==> config.mk <==
export PLATFORM = sky130hd
export DESIGN_NAME = touch_zones
export DESIGN_NICKNAME = d
export VERILOG_FILES = /design/src/rtl/touch_pkg.sv /design/src/rtl/touch_zone_fsm.sv /design/src/rtl/touch_zones.sv
export SDC_FILE = /design/constraint.sdc
export NUM_CORES = 1
export LEC_CHECK = 0
export CORE_MARGIN = 2
export CORE_UTILIZATION = 39
export CTS_CLUSTER_DIAMETER = 60
export DETAILED_ROUTE_END_ITERATION = 12
export GPL_ROUTABILITY_DRIVEN = 0
export MAX_ROUTING_LAYER = met4
export SYNTH_ARGS = -nofsm -noshare
export SYNTH_HDL_FRONTEND = slang
export SYNTH_HIERARCHICAL = 1
export SYNTH_SLANG_ARGS = --single-unit
==> constraint.sdc <==
create_clock -name clk -period 6.1 [get_ports clk]
set_input_delay 1.22 -clock clk [delete_from_list [all_inputs] [get_ports clk]]
set_output_delay 1.22 -clock clk [all_outputs]
set_load 0.01 [all_outputs]
==> src/rtl/touch_pkg.sv <==
// Shared types and constants for the touch-zone detector: zone FSM states
// and the power-on bounds of zone 0.
package touch_pkg;

  localparam int MAX_ZONES = 8;

  localparam int Z0_X1 = 181;
  localparam int Z0_X2 = 329;
  localparam int Z0_Y1 = 121;
  localparam int Z0_Y2 = 219;

  typedef enum logic [1:0] {
    ST_REL  = 2'd0,
    ST_ARM  = 2'd1,
    ST_HELD = 2'd2,
    ST_DIS  = 2'd3
  } zone_state_t;

endpackage

==> src/rtl/touch_zone_fsm.sv <==
// Per-zone debounce FSM: DEB consecutive hits confirm a press and DEB
// consecutive misses confirm a release.
//
//   state | meaning
//   REL   | released, waiting for a first hit
//   ARM   | counting consecutive hits toward press confirm
//   HELD  | pressed and stable
//   DIS   | pressed, counting consecutive misses toward release confirm
module touch_zone_fsm
  import touch_pkg::*;
#(
  parameter int DEB = 3
) (
  input  logic clk,
  input  logic reset,
  input  logic i_sample,
  input  logic i_hit,
  input  logic i_clr,
  output logic o_held,
  output logic o_held_nxt,
  output logic o_press,
  output logic o_release
);

  localparam int CW = $clog2(DEB + 1);
  localparam logic [CW-1:0] DEB_C = CW'(DEB);

  zone_state_t r_state;
  zone_state_t w_state_nxt;
  logic [CW-1:0] r_cnt;
  logic [CW-1:0] w_cnt_nxt;
  logic [CW-1:0] w_cnt_inc;
  logic r_press;
  logic r_release;
  logic w_press_nxt;
  logic w_release_nxt;

  assign w_cnt_inc = r_cnt + 1'b1;

  always_ff @(posedge clk) begin
    if (!reset) begin
      r_state   <= ST_REL;
      r_cnt     <= '0;
      r_press   <= 1'b0;
      r_release <= 1'b0;
    end else begin
      r_state   <= w_state_nxt;
      r_cnt     <= w_cnt_nxt;
      r_press   <= w_press_nxt;
      r_release <= w_release_nxt;
    end
  end

  // A bounds rewrite outranks any sample taken on the same edge.
  always_comb begin
    w_state_nxt   = r_state;
    w_cnt_nxt     = r_cnt;
    w_press_nxt   = 1'b0;
    w_release_nxt = 1'b0;
    if (i_clr) begin
      w_state_nxt   = ST_REL;
      w_cnt_nxt     = '0;
      w_release_nxt = (r_state == ST_HELD) || (r_state == ST_DIS);
    end else if (i_sample) begin
      case (r_state)
        ST_REL: begin
          if (i_hit) begin
            if (DEB == 1) begin
              w_state_nxt = ST_HELD;
              w_cnt_nxt   = '0;
              w_press_nxt = 1'b1;
            end else begin
              w_state_nxt = ST_ARM;
              w_cnt_nxt   = CW'(1);
            end
          end
        end
        ST_ARM: begin
          if (!i_hit) begin
            w_state_nxt = ST_REL;
            w_cnt_nxt   = '0;
          end else if (w_cnt_inc == DEB_C) begin
            w_state_nxt = ST_HELD;
            w_cnt_nxt   = '0;
            w_press_nxt = 1'b1;
          end else begin
            w_cnt_nxt = w_cnt_inc;
          end
        end
        ST_HELD: begin
          if (!i_hit) begin
            if (DEB == 1) begin
              w_state_nxt   = ST_REL;
              w_cnt_nxt     = '0;
              w_release_nxt = 1'b1;
            end else begin
              w_state_nxt = ST_DIS;
              w_cnt_nxt   = CW'(1);
            end
          end
        end
        ST_DIS: begin
          if (i_hit) begin
            w_state_nxt = ST_HELD;
            w_cnt_nxt   = '0;
          end else if (w_cnt_inc == DEB_C) begin
            w_state_nxt   = ST_REL;
            w_cnt_nxt     = '0;
            w_release_nxt = 1'b1;
          end else begin
            w_cnt_nxt = w_cnt_inc;
          end
        end
        default: begin
          w_state_nxt = ST_REL;
          w_cnt_nxt   = '0;
        end
      endcase
    end
  end

  always_comb begin
    o_held     = (r_state == ST_HELD) || (r_state == ST_DIS);
    o_held_nxt = (w_state_nxt == ST_HELD) || (w_state_nxt == ST_DIS);
    o_press    = r_press;
    o_release  = r_release;
  end

endmodule

==> src/rtl/touch_zones.sv <==
// Rectangular touch-zone detector: per-zone bounds registers, hit test on
// the sampled touch coordinate, debounce FSMs and a lowest-index encoder.
module touch_zones
  import touch_pkg::*;
#(
  parameter int NZ    = 4,
  parameter int XW    = 10,
  parameter int YW    = 9,
  parameter int DEB   = 3,
  parameter int PHASE = 1
) (
  input  logic          clk,
  input  logic          reset,
  input  logic          enable,
  input  logic [1:0]    clcount,
  input  logic [XW-1:0] tor_x,
  input  logic [YW-1:0] tor_y,
  input  logic          cfg_we,
  input  logic [2:0]    cfg_idx,
  input  logic [XW-1:0] cfg_x1,
  input  logic [XW-1:0] cfg_x2,
  input  logic [YW-1:0] cfg_y1,
  input  logic [YW-1:0] cfg_y2,
  output logic [NZ-1:0] zone_held,
  output logic [NZ-1:0] zone_press,
  output logic [NZ-1:0] zone_release,
  output logic          active_valid,
  output logic [2:0]    active_idx
);

  logic [XW-1:0] r_x1 [NZ];
  logic [XW-1:0] r_x2 [NZ];
  logic [YW-1:0] r_y1 [NZ];
  logic [YW-1:0] r_y2 [NZ];

  logic          w_sample;
  logic [NZ-1:0] w_wr;
  logic [NZ-1:0] w_hit;
  logic [NZ-1:0] w_held;
  logic [NZ-1:0] w_held_nxt;
  logic [NZ-1:0] w_press;
  logic [NZ-1:0] w_release;
  logic          w_act_valid;
  logic [2:0]    w_act_idx;
  logic          r_act_valid;
  logic [2:0]    r_act_idx;

  assign w_sample = enable && (clcount == 2'(PHASE));

  // Unused zones reset to x1 > x2 so they can never hit.
  always_ff @(posedge clk) begin
    if (!reset) begin
      for (int i = 0; i < NZ; i++) begin
        r_x1[i] <= (i == 0) ? XW'(Z0_X1) : '1;
        r_x2[i] <= (i == 0) ? XW'(Z0_X2) : '0;
        r_y1[i] <= (i == 0) ? YW'(Z0_Y1) : '1;
        r_y2[i] <= (i == 0) ? YW'(Z0_Y2) : '0;
      end
    end else begin
      for (int i = 0; i < NZ; i++) begin
        if (w_wr[i]) begin
          r_x1[i] <= cfg_x1;
          r_x2[i] <= cfg_x2;
          r_y1[i] <= cfg_y1;
          r_y2[i] <= cfg_y2;
        end
      end
    end
  end

  for (genvar g = 0; g < NZ; g++) begin : g_zone
    assign w_wr[g]  = cfg_we && (cfg_idx == 3'(g));
    assign w_hit[g] = (tor_x >= r_x1[g]) && (tor_x <= r_x2[g]) &&
                      (tor_y >= r_y1[g]) && (tor_y <= r_y2[g]);

    touch_zone_fsm #(.DEB(DEB)) u_fsm (
      .clk        (clk),
      .reset      (reset),
      .i_sample   (w_sample),
      .i_hit      (w_hit[g]),
      .i_clr      (w_wr[g]),
      .o_held     (w_held[g]),
      .o_held_nxt (w_held_nxt[g]),
      .o_press    (w_press[g]),
      .o_release  (w_release[g])
    );
  end

  // Encoded from next-state held bits so it lines up with zone_held.
  always_comb begin
    w_act_valid = |w_held_nxt;
    w_act_idx   = '0;
    for (int i = NZ - 1; i >= 0; i--) begin
      if (w_held_nxt[i]) w_act_idx = 3'(i);
    end
  end

  always_ff @(posedge clk) begin
    if (!reset) begin
      r_act_valid <= 1'b0;
      r_act_idx   <= '0;
    end else begin
      r_act_valid <= w_act_valid;
      r_act_idx   <= w_act_idx;
    end
  end

  assign zone_held    = w_held;
  assign zone_press   = w_press;
  assign zone_release = w_release;
  assign active_valid = r_act_valid;
  assign active_idx   = r_act_idx;

endmodule

==> summary.md, run 1 <==
| Metric | Value |
|---|---|
| PnR worst setup slack | `1.66 ns` |
| RSZ-0062 raised after global routing | `no` |
| Synth warn | `6` |
| Wire per inst | `17.5 µm` |
| Root Driver | `clkbuf_16` |
| Row cnt | `60` |
| Hold_ws | `0.511 ns` |
| R2r setup slk | `2.89 ns` |
| Die Wd | `170 µm` |
| Post-synthesis instance total | `988` |
| Initial Util | `39.7%` |
| Register area | `5100 µm²` |
| CTS clk-pin slew, worst paths | `0.07 ns` |
| Yosys top cell area share | `42.6%` |
| Clk buf depth | `2` |
| Static leakage | `5.59 nW` |
| Multi-input gate area | `4890 µm²` |
| DRT iter0 DRCs | `449` |
| Number of setup buffers added after CTS | `0` |
| HPWL after detailed placement | `17500 µm` |
| Post-Syn Area | `10700 µm²` |
| Die footprint | `28800 µm²` |
| Ys flop type | `edfxtp_1` |
| Post-Syn Nets | `1206` |
| Num CTS Buffers | `17` |
| Final-layout fill cell count | `2518` |
| Post_cts resized | `0` |
| DP Cell Count | `1387` |
| Worst min-delay path class | `reg -> reg` |
| Die span in y | `170 µm` |
| Slew Limit Fails | `0` |
| Total grt overflow | `0` |
| First-pass GRT wire length | `40300 µm` |
| Routed Antenna Nets | `0` |
| R2R cell count | `9` |
| Io pins | `82` |
| Tot GR Track Use | `18.8%` |
| H-tree lvl count | `4` |
| Crit-path max FO | `8` |
| EDFF count, synth | `152` |
| Sink Count | `179` |
| Period utilisation layout | `72.8%` |
| Pwr per Cell Area | `233 nW/µm²` |
| Ranking of synthesized cells by area | `edfxtp_1 43%, ha_1 18%, nand2b_1 6.0%` |
| Routed wire length on met3 | `932 µm` |
| Initial antenna violation count | `0` |
| Signal arrival time at the worst endpoint | `4.80 ns` |
| F_max | `0.225 GHz` |
| Via count | `7315` |
| Tmin final | `4.44 ns` |
| Vias in the first global route | `7479` |
| Crit. End Element | `flop` |
| Fin nets | `1283` |
| Max_slew headroom | `23.0%` |
| First-pass DRT Iterations | `5` |
| Synthesized area per cell | `10.8 µm²` |
| Met2 routed WL | `11300 µm` |
| Core area | `27000 µm²` |
| Design Power | `2.88 mW` |
| Netlist cell types | `51` |
| Seq/Total Area, Yosys | `47.7%` |
| Worst EP required | `6.46 ns` |
| Synth area leader | `edfxtp_1` |
| WL met1 | `12300 µm` |
| Seq cells post-synth | `179` |
| Max IR drop VDD | `0.162 mV` |
| Async set-reset flop share out of synthesis | `0%` |
| Startpoint Class | `input port` |
| Status | `finished clean` |
| Most frequent cells in the layout | `153 x inv_1, 152 x ha_1, 152 x edfxtp_1, 99 x nand2b_1, 79 x clkdlybuf4s50_1` |
| IO Port Bufs | `80` |
| Area grow syn2layout | `15.8%` |
| Final WL | `24800 µm` |
| # Max-Cap Violations | `0` |
| Critical path class | `in -> reg` |
| Worst Max-Slew Pin Slew | `1.15 ns` |
| TNS Setup | `0 ns` |
| Dpl ws | `1.26 ns` |
| Hold Path Stages | `1` |
| Layout cells sized above 1 | `5.75%` |
| CTS tree | `built` |
| Max Used Layer | `met4` |
| Final Setup Violations | `0` |
| Final non-filler cell total | `1420` |
| Insertion delay to the later sink of the worst-skew pair | `0.44 ns` |
| Largest net degree at the start of global routing | `51` |
| Fin Clk Skew | `0.0135 ns` |
| Vias per cell | `5.15` |
| Commonest non-fill, non-tap cell in the layout | `inv_1` |
| DRC | `0` |
| Final hold vios | `0` |
| CTS Hold Buffers Added | `0` |
## kinds of logic after synthesis
| group | after synthesis | synth area share [%] |
|---|---|---|
| and+or+nand+nor | 313 | 17.5 |
| buffers and inverters | 182 | 6.87 |
| DFF | 179 | 47.7 |
| adders and majority gates | 152 | 17.8 |
| AOI/OAI and AO/OA | 149 | 9.01 |
| muxes | 8 | 0.794 |
| xor gates and xnor gates | 4 | 0.327 |
| other | 1 | 0.0350 |
## area by class of cell
cell class / count / area share (%)
Clock buffer: 20 / 3.77
Inverter: 152 / 4.60
Timing Repair Buffer: 88 / 6.90
Clock inverter: 12 / 0.646
Antenna cell: 1 / 0.0202
Tap cell: 341 / 3.44
Sequential cell: 179 / 41.2
Multi-Input combinational cell: 627 / 39.5
## sequential cells by signal, summed over array words and instances, names as in the netlist
| name | count |
|---|---|
| g_zone.u_fsm/o_press | 4 |
| active_idx | 2 |
| active_valid | 1 |
| g_zone.u_fsm/o_release | 4 |
| g_zone.u_fsm/r_state | 8 |
| r_x1 | 40 |
| r_y1 | 36 |
| g_zone.u_fsm/r_cnt | 8 |
| r_x2 | 40 |
| r_y2 | 36 |
## critical path, stage by stage
cell and delay [ns]:
clkdlybuf4s50_1 0.78, ha_1 0.35, a21oi_1 0.19, o21ai_0 0.12
nor3_1 0.17, a21oi_1 0.14, nor4_1 0.94, xnor2_1 0.23
or4b_1 0.52, a31oi_1 0.13
## cells in the mapped netlist (5+ instances only)
cell type and count:
nor3_1 11, and3_1 77, ha_1 152, dfxtp_1 27
buf_4 7, nand2_1 27, nand4_1 14, a2111oi_0 6
nor2b_1 9, nand3_1 12, a21oi_1 51, o211ai_1 5
buf_2 5, clkbuf_1 14, nand2b_1 102, o21a_1 10
a21o_1 13, edfxtp_1 152, nor4_1 8, inv_1 152
nor2_1 24, a211oi_1 7, a31oi_1 13, o21ai_0 21
## stage by stage
step           cell area (µm²)  util, %
2_1_floorplan            10700        -
3_3_place_gp             11900     44.0
3_5_place_dp             11900     44.0
4_1_cts                  12400     46.0
5_1_grt                  12400     46.0
6_report                 12400     46.0
## layer usage
| layer | vias to the layer above | global-route usage, % |
|---|---|---|
| met5 | - | - |
| met4 | 0 | 4.12 |
| met3 | 17 | 2.96 |
| met2 | 128 | 29.4 |
| met1 | 3495 | 25.9 |
| li1 | 3675 | - |
## worst paths after layout
path                                     to                  startpoint
hold / removal    g_zone[2].u_fsm/o_release  g_zone[2].u_fsm/r_state[1]
setup reg to reg   g_zone[2].u_fsm/r_cnt[1]                 r_y1[0][18]
hold reg to reg   g_zone[2].u_fsm/o_release  g_zone[2].u_fsm/r_state[1]
setup / recovery   g_zone[2].u_fsm/r_cnt[1]                    tor_x[9]
## power breakdown
| group | internal (mW) | leakage (nW) | switching [mW] |
|---|---|---|---|
| registers | 1.40 | 1.71 | 0.0197 |
| logic | 0.180 | 3.60 | 0.246 |
| clock network | 0.557 | 0.282 | 0.484 |
Power figures use the tool's default switching activity.
==> run 2, diff against run 1 <==
==> constraint.sdc (replaced) <==
create_clock -name clk -period 3.8 [get_ports clk]
set_input_delay 0.76 -clock clk [delete_from_list [all_inputs] [get_ports clk]]
set_output_delay 0.76 -clock clk [all_outputs]
set_load 0.01 [all_outputs]
==> summary.md, run 2 (same netlist as run 1, synthesis figures left out) <==
| Metric | Value |
|---|---|
| Status | `finished clean` |
| HPWL after detailed placement | `18400 µm (+5.0%)` |
| Via count | `7376 (+0.83%)` |
| Final non-filler cell total | `1459 (+2.7%)` |
| Io pins | `82 (unchanged)` |
| Sink Count | `179 (unchanged)` |
| DP Cell Count | `1427 (+2.9%)` |
| Slew Limit Fails | `0 (unchanged)` |
| First-pass GRT wire length | `39600 µm (-1.9%)` |
| Slowest stage delay, CP | `0.61 ns (-0.33 ns)` |
| Final core utilization | `47.5% (+1.5 points)` |
| Worst EP required | `4.17 ns (-2.29 ns)` |
| Most frequent cells in the layout | `152 x inv_1, 152 x ha_1, 152 x edfxtp_1, 99 x nand2b_1, 79 x clkdlybuf4s50_1` |
| Post-DP Area | `12200 µm² (+2.9%)` |
| Min-Delay Startpoint | `g_zone[0].u_fsm/r_cnt[0]` |
| Die Wd | `170 µm (unchanged)` |
| Tmin final | `3.51 ns` |
| IO Port Bufs | `80 (unchanged)` |
| Startpoint Class | `input port` |
| Setup crit start | `tor_x[8]` |
| Multi-input gate area | `4890 µm² (unchanged)` |
| Period utilisation layout | `92.3%` |
| H-tree lvl count | `4 (unchanged)` |
| Logic pwr share | `15.1% (+0.3 points)` |
| Register area | `5100 µm² (unchanged)` |
| # diodes | `0 (-1)` |
| Max IR drop VDD | `0.275 mV (+70%)` |
| Num CTS Buffers | `17 (unchanged)` |
| Final hold vios | `0 (unchanged)` |
| Final WL | `24800 µm (about the same)` |
| Final Cell Area | `12800 µm² (+3.2%)` |
| DRT iter0 DRCs | `444 (-1.1%)` |
| CTS tree | `built` |
| Routed Antenna Nets | `0 (unchanged)` |
| Crit-path max FO | `7 (-1)` |
| Worst Max-Slew Pin Slew | `0.784 ns (-0.371 ns)` |
| Post_cts resized | `0 (unchanged)` |
| DRC | `0 (unchanged)` |
| Die span in y | `170 µm (unchanged)` |
| Share of power burned in registers | `47.3% (-1.8 points)` |
| Row cnt | `60 (unchanged)` |
| Core area | `27000 µm² (unchanged)` |
| Wire per inst | `17.0 µm (-2.7%)` |
| Fin Clk Skew | `0.0150 ns (+0.00153 ns)` |
| RSZ-0062 raised after global routing | `no` |
| Hold Path Stages | `1 (unchanged)` |
| Initial antenna violation count | `0 (unchanged)` |
| Number of setup buffers added after CTS | `0 (unchanged)` |
| Root Driver | `clkbuf_16` |
| Max_slew headroom | `47.7% (+25 points)` |
| Crit-path cells | `clkdlybuf4s50_1 -> ha_1 -> and4_1 -> nand4_1 -> o21ai_0 -> a21oi_1 -> buf_4 -> nor4_1 -> buf_4 -> xnor2_1 -> or4b_1 -> a31oi_1` |
| R2R cell count | `12 (+3)` |
| F_max | `0.285 GHz` |
| Die footprint | `28800 µm² (unchanged)` |
| First-pass DRT Iterations | `5 (unchanged)` |
| TNS Setup | `0 ns (unchanged)` |
| Largest net degree at the start of global routing | `45 (-12%)` |
| CTS Hold Buffers Added | `0 (unchanged)` |
| Clock power share | `37.5% (+1.4 points)` |
| Clk buf depth | `2 (unchanged)` |
| Insertion delay to the later sink of the worst-skew pair | `0.44 ns (about the same)` |
| Final Setup Violations | `0 (unchanged)` |
| Critical R2R Launch | `r_x1[3][0]` |
| Static leakage | `5.83 nW (+4.2%)` |
| Reg2reg end | `g_zone[3].u_fsm/r_cnt[1]` |
| Area grow syn2layout | `19.5%` |
| Pwr per Cell Area | `375 nW/µm² (+61%)` |
| R2r setup slk | `0.89 ns (-2.00 ns)` |
| Final-layout fill cell count | `2415 (-4.1%)` |
| Largest regs | `r_x1 (40), r_x2 (40)` |
| Signal arrival time at the worst endpoint | `3.88 ns (-0.92 ns)` |
| Initial Util | `39.7% (unchanged)` |
| # Max-Cap Violations | `0 (unchanged)` |
| Critical path class | `in -> reg` |
| Tot GR Track Use | `18.4% (-0.38 points)` |
| Slowest CP cell | `clkdlybuf4s50_1` |
| Net Sw Power | `1.23 mW (+64%)` |
| Crit. End Element | `flop` |
| CP most frequent cell | `buf_4` |
| Switching portion of total power | `25.6% (-0.40 points)` |
| Layout cells sized above 1 | `9.21% (+3.5 points)` |
| Pint | `3.57 mW (+67%)` |
| Vias in the first global route | `7343 (-1.8%)` |
| Vias per cell | `5.06 (-1.9%)` |
| Hold_ws | `0.518 ns (+0.00702 ns)` |
| CTS clk-pin slew, worst paths | `0.07 ns (about the same)` |
| Total grt overflow | `0 (unchanged)` |
| Worst min-delay path class | `reg -> reg` |
| Fin nets | `1323 (+3.1%)` |
| Hold Path Sink | `g_zone[0].u_fsm/r_cnt[0]` |
run 2: changes by cell type in the layout (fill, tap and decap cells not counted):
cell / change
buf_12: +3
buf_4: +37
clkbuf_16: +2
clkbuf_8: +1
clkinv_2: -4
diode_2: -1
inv_1: -1
inv_6: +1
inv_8: +1
run 2: stage by stage:
stage / total power, mW / worst slack [ns]
final: 4.80 / 0.291
after floorplan: 2.73 / 0.671
after detailed placement: 3.05 / -0.129
after CTS: 4.83 / 0.324
after global routing: 5.02 / 0.134
after global placement: 3.03 / -0.151
run 2: power groups by stage:
stage	registers (mW)	clock network, mW	logic (mW)
2_1_floorplan	2.31	0	0.418
3_3_place_gp	2.31	0	0.718
3_5_place_dp	2.32	0	0.731
4_1_cts	2.27	1.82	0.737
5_1_grt	2.28	1.90	0.832
6_report	2.27	1.80	0.727
run 2: layer usage:
layer | share of wire, % | vias up | global-route usage (%)
li1 | - | 3736 | -
met1 | 50 | 3492 | 25.2
met2 | 45 | 123 | 28.8
met3 | 3.8 | 25 | 3.10
met4 | 1.1 | 0 | 4.20
met5 | 0 | - | -
run 2: critical path, delay by kind of cell:
family	cells	cell delay, ns
AOI/OAI and AO/OA	3	0.33
xor gates and xnor gates	1	0.10
adders and majority gates	1	0.40
buffers and inverters	3	0.98
and+or+nand+nor	4	1.30
run 2: cell type report:
type                    instances  share of cell area (%)
multi-input cells             627                    38.2
well taps                     341                    3.33
clock inverters                 9                   0.596
flip-flops and latches        179                    39.9
repair buffers                128                    9.33
inverters                     152                    4.46
clock buffers                  23                    4.16
run 2: worst max-delay path by stage:
| stage | cells past startpoint | slack [ns] | end |
|---|---|---|---|
| floorplan | 3 | 0.67 | r_x1[2][0] |
| global placement | 12 | -0.15 | g_zone[3].u_fsm/r_cnt[1] |
| detailed placement | 12 | -0.13 | g_zone[3].u_fsm/r_cnt[1] |
| CTS | 11 | 0.32 | g_zone[3].u_fsm/r_cnt[1] |
| global route | 12 | 0.13 | g_zone[3].u_fsm/r_cnt[1] |
| finish | 12 | 0.29 | g_zone[3].u_fsm/r_cnt[1] |
